### src/rtl/c64_bus_arbiter.sv
// c64_bus_arbiter
// Shares the single 64 KiB RAM port between the 6502 core and the video/DMA
// fetch requester. The CPU is stalled through cpu_rdy and keeps the bus for
// BA_DELAY cycles before the DMA side takes over, so an in-flight CPU write
// still lands. DMA bursts are read-only; stalled cycles are counted.

module c64_bus_arbiter #(
    parameter int unsigned BA_DELAY = 3
) (
    input  logic        clk,
    input  logic        reset,
    input  logic [15:0] cpu_ab,
    input  logic [7:0]  cpu_do,
    input  logic        cpu_we,
    output logic [7:0]  cpu_di,
    output logic        cpu_rdy,
    input  logic        vid_req,
    input  logic [15:0] vid_ab,
    output logic [7:0]  vid_di,
    output logic        vid_ack,
    output logic [15:0] mem_ab,
    output logic [7:0]  mem_do,
    output logic        mem_we,
    input  logic [7:0]  mem_di,
    output logic [15:0] stall_cnt
);

    typedef enum logic [1:0] {
        ST_CPU  = 2'd0,
        ST_WAIT = 2'd1,
        ST_DMA  = 2'd2
    } state_t;

    // Counter start value: BA_DELAY cycles of WAIT means BA_DELAY-1 down to 0.
    localparam logic [2:0] WAIT_LOAD = 3'(BA_DELAY - 1);

    state_t      state_r;
    logic [2:0]  count_r;
    logic [7:0]  cpu_di_hold_r;
    logic [7:0]  vid_di_r;
    logic [15:0] stall_cnt_r;

    // Bus ownership state machine with the BA-style hand-over countdown.
    always_ff @(posedge clk or posedge reset) begin
        if (reset) begin
            state_r <= ST_CPU;
            count_r <= 3'd0;
        end else begin
            case (state_r)
                ST_CPU: begin
                    if (vid_req) begin
                        state_r <= ST_WAIT;
                        count_r <= WAIT_LOAD;
                    end else begin
                        state_r <= ST_CPU;
                    end
                end
                ST_WAIT: begin
                    // A dropped request wins over an expiring countdown.
                    if (!vid_req) begin
                        state_r <= ST_CPU;
                        count_r <= 3'd0;
                    end else if (count_r == 3'd0) begin
                        state_r <= ST_DMA;
                    end else begin
                        count_r <= count_r - 3'd1;
                    end
                end
                ST_DMA: begin
                    if (!vid_req) begin
                        state_r <= ST_CPU;
                    end else begin
                        state_r <= ST_DMA;
                    end
                end
                default: begin
                    state_r <= ST_CPU;
                    count_r <= 3'd0;
                end
            endcase
        end
    end

    // Data holding registers: last CPU-side read and last DMA read.
    always_ff @(posedge clk or posedge reset) begin
        if (reset) begin
            cpu_di_hold_r <= 8'h00;
            vid_di_r      <= 8'h00;
        end else if (state_r == ST_DMA) begin
            vid_di_r      <= mem_di;
        end else begin
            cpu_di_hold_r <= mem_di;
        end
    end

    // Stall counter: one tick per cycle the CPU was held, wrapping at 16 bits.
    always_ff @(posedge clk or posedge reset) begin
        if (reset) begin
            stall_cnt_r <= 16'h0000;
        end else if (state_r != ST_CPU) begin
            stall_cnt_r <= stall_cnt_r + 16'h0001;
        end else begin
            stall_cnt_r <= stall_cnt_r;
        end
    end

    // RAM port muxing and handshake outputs, derived from the current owner.
    always_comb begin
        mem_ab  = cpu_ab;
        mem_do  = cpu_do;
        mem_we  = cpu_we;
        cpu_rdy = 1'b1;
        vid_ack = 1'b0;
        cpu_di  = mem_di;
        vid_di  = vid_di_r;
        case (state_r)
            ST_CPU: begin
                cpu_rdy = 1'b1;
            end
            ST_WAIT: begin
                cpu_rdy = 1'b0;
            end
            ST_DMA: begin
                mem_ab  = vid_ab;
                mem_we  = 1'b0;
                cpu_rdy = 1'b0;
                vid_ack = 1'b1;
                cpu_di  = cpu_di_hold_r;
                vid_di  = mem_di;
            end
            default: begin
                cpu_rdy = 1'b1;
            end
        endcase
    end

    assign stall_cnt = stall_cnt_r;

endmodule

### config.mk
export PLATFORM = sky130hd
export DESIGN_NAME = c64_bus_arbiter
export DESIGN_NICKNAME = d
export VERILOG_FILES = /design/src/rtl/c64_bus_arbiter.sv
export SDC_FILE = /design/constraint.sdc
export NUM_CORES = 1
export LEC_CHECK = 0
export BUFFER_PORTS_ARGS = -buffer_cell sky130_fd_sc_hd__buf_4
export CORE_UTILIZATION = 25
export DETAILED_ROUTE_END_ITERATION = 7
export PLACE_DENSITY = 0.51
export SLEW_MARGIN = 15
export SYNTH_ARGS = -nofsm -noshare
export SYNTH_HDL_FRONTEND = slang
export SYNTH_SLANG_ARGS = --single-unit
### constraint.sdc
create_clock -name clk -period 2.1 [get_ports clk]
set_input_delay 0 -clock clk [delete_from_list [all_inputs] [get_ports clk]]
set_output_delay 0 -clock clk [all_outputs]
set_load 0.02 [all_outputs]
==> run summary <==
Mapped Area: 1970 sq um
count of cell types in the netlist: 27
FFs w/ async S/R, synth: 100%
fmax: 514 MHz
post-route core utilization: 40.0%
n_diodes: 0
TNS Setup: 0 ns
CTS tree: built
PwrDens: 1250 nW/um^2
Worst Skew: 0.00659 ns
Post-Syn Area per Cell: 12.5 sq um
internal power: 2.32 mW
HPWL Detailed: 3.55 mm
Post-Synth Adder-Cell Area: 4.45%
CP Launch Type: register
max_cap viols: 0
die width: 90.8 um
clock transition at the registers of the reported paths: 0.07 ns
post-CTS setup buffer count: 0
detailed-router iteration count before antenna repair: 4
Crit Path Category: reg2out
mux cell area share after synthesis: 19.9%
GRT overflow: 0
commonest non-fill, non-tap cell in the layout: buf_4
Primary FF master, synth: dfrtp_1
Post-Place Worst Slack: 0.430 ns
Initial Util: 26.4%
initial antenna violation count: 0
crit path DAT: 1.94 ns
Die H: 90.8 um
Clk Latency, worst-skew pair: 0.29 ns
Layout area overhead: 51.1%
hold_ws: 0.00000758 ns
Area after DPL: 2740 sq um
Synth Area in Simple Gates: 14.0%
final worst-path cycle share: 92.6%
reg-to-reg critical path startpoint: state_r[0]$_DFFE_PP0P_
IO Pins: 111
Final Slew Violations: 0
reg2reg path depth: 5
post-synthesis sequential area ratio: 47.0%
crit path from: state_r[0]$_DFFE_PP0P_
crit path to: cpu_di[5]
fillers: 739
warnings from Yosys: 0
RSZ-0062 raised after global routing: false
Reg-to-Reg End: stall_cnt[13]$_DFFE_PP0N_
CP max FO: 27
Synth Area in XOR/XNOR: 6.67%
cell count after synthesis: 157
cell area after layout: 2980 sq um
number of remaining DRC errors: 0
crit path time final: 1.94 ns
Seq cells post-synth: 37
sw frac: 37.4%
Sequential Power Share: 29.5%
Core ar.: 7450 sq um
crit end category: output pin
largest buffer count on any clock path: 2
compound-cell area share of the yosys netlist: 1.84%
r2r setup slk: 0.44 ns
clk sink count: 37
IO buf count: 94
Inst Count DP: 339
Routability Congestion: 0.643
# resized after CTS: 0
Synthesized Nets: 216
global-route wire length before repair: 7.73 mm
status: completed
share of layout cells above drive strength 1: 56.2%
vias in the first global route: 1,502
WP data required: 2.10 ns
Avg Vias per Cell: 4.20
Post-CTS Hold Fix Bufs: 10
LEAKAGE: 1.46 nW
Slew Limit Headroom: 67.4%
# setup viols final: 0
Initial DRC Count: 44
Min-Delay Path Class: in2out
largest net degree at the start of global routing: 38
Die ar.: 8240 sq um
Finished Layout Cells: 357
number of flops mapped to enable cells by yosys: 0
most frequent cells in the layout: 95 x buf_4, 37 x dfrtp_1, 33 x mux2_2
Least-Margin Pin Slew: 0.489 ns
total number of vias: 1,501
Hold Vio Cnt, Final: 0
Combinational Power Share: 50.6%
Psw: 1.39 mW
post-route ant nets: 0
Nets: 316
Clk network pwr share: 19.8%
CTS Root Buffer Type: clkbuf_8
Routed WL: 4.77 mm
H-tree depth: 2
largest family of logic cells by synthesized area: multiplexers
wire length per cell: 13.4 um
total CTS buffers: 5
post-route setup slack: 0.156 ns
total chip power: 3.71 mW
std cell rows: 31
GRT Total Usage: 11.8%
VDD IR max: 0.000541 V
Yosys cell counts, types with 2 or more instances:
cell type,number,area share (%)
nand2b_1,2,0.64
inv_1,9,1.7
nor2b_1,4,1.3
nor3_1,5,1.3
xnor2_1,4,1.8
buf_4,9,3.4
nand4_1,5,1.6
ha_1,7,4.4
nand3_1,2,0.51
nor2_1,5,0.95
xor2_1,11,4.9
mux2_2,33,19
mux2i_1,2,1.0
dfrtp_1,37,47
nand2_1,4,0.76
buf_2,4,1.0
nor4_2,3,1.9
a311oi_1,2,0.89
layer usage:
| layer | track usage [%] | vias up | part of all wire [%] |
|---|---|---|---|
| li1 | - | 735 | - |
| met1 | 16.0 | 719 | 46 |
| met4 | 4.57 | 0 | 1.6 |
| met5 | 0 | - | 0 |
| met3 | 3.45 | 8 | 5.4 |
| met2 | 17.6 | 39 | 47 |
critical path, cell delays in order (launching register included):
cell and delay, ns:
dfrtp_1 0.42, inv_1 0.10, ha_2 0.37, buf_12 0.24, mux2_2 0.36, buf_4 0.16
logic make-up after synthesis:
kind of cell | Yosys count
buffers and inverters | 22
flip-flops | 37
multiplexers | 35
AND/OR/NAND/NOR | 36
adder cells (fa/ha/maj) | 7
XOR/XNOR | 15
AO/OA/AOI/OAI | 5
state kept, by name, summed over array words and instances (netlist names):
signal and cells:
vid_di_r 8, state_r 2, stall_cnt 16, cpu_di_hold_r 8, count_r 3
worst min-delay path by stage:
stage / from / end / slack [ns] / cells after the start
2_1_floorplan: cpu_do[0] / mem_do[0] / 0.11 / 1
3_3_place_gp: cpu_do[5] / mem_do[5] / 0.0001 / 0
3_5_place_dp: cpu_do[5] / mem_do[5] / 0.0001 / 0
4_1_cts: cpu_do[5] / mem_do[5] / 0.0001 / 0
5_1_grt: cpu_do[4] / mem_do[4] / 0.00004 / 0
6_report: cpu_do[3] / mem_do[3] / 0.000008 / 0
power groups by stage:
stage / registers, mW / logic [mW] / clock network (mW)
4_1_cts: 1.10 / 1.91 / 0.762
3_5_place_dp: 1.11 / 1.88 / 0
2_1_floorplan: 1.15 / 1.17 / 0
6_report: 1.09 / 1.88 / 0.736
5_1_grt: 1.13 / 2.05 / 0.797
3_3_place_gp: 1.11 / 1.89 / 0
area by class of cell:
type	instances	area, sq um	share of cell area (%)
tap	99	124	4.16
clock buffer	5	68.8	2.31
clock inverter	3	65.1	2.19
sequential	37	926	31.1
multi-input combinational	98	925	31.1
timing repair buffer	106	833	28.0
inverter	9	33.8	1.14
Power figures use the tool's default switching activity.
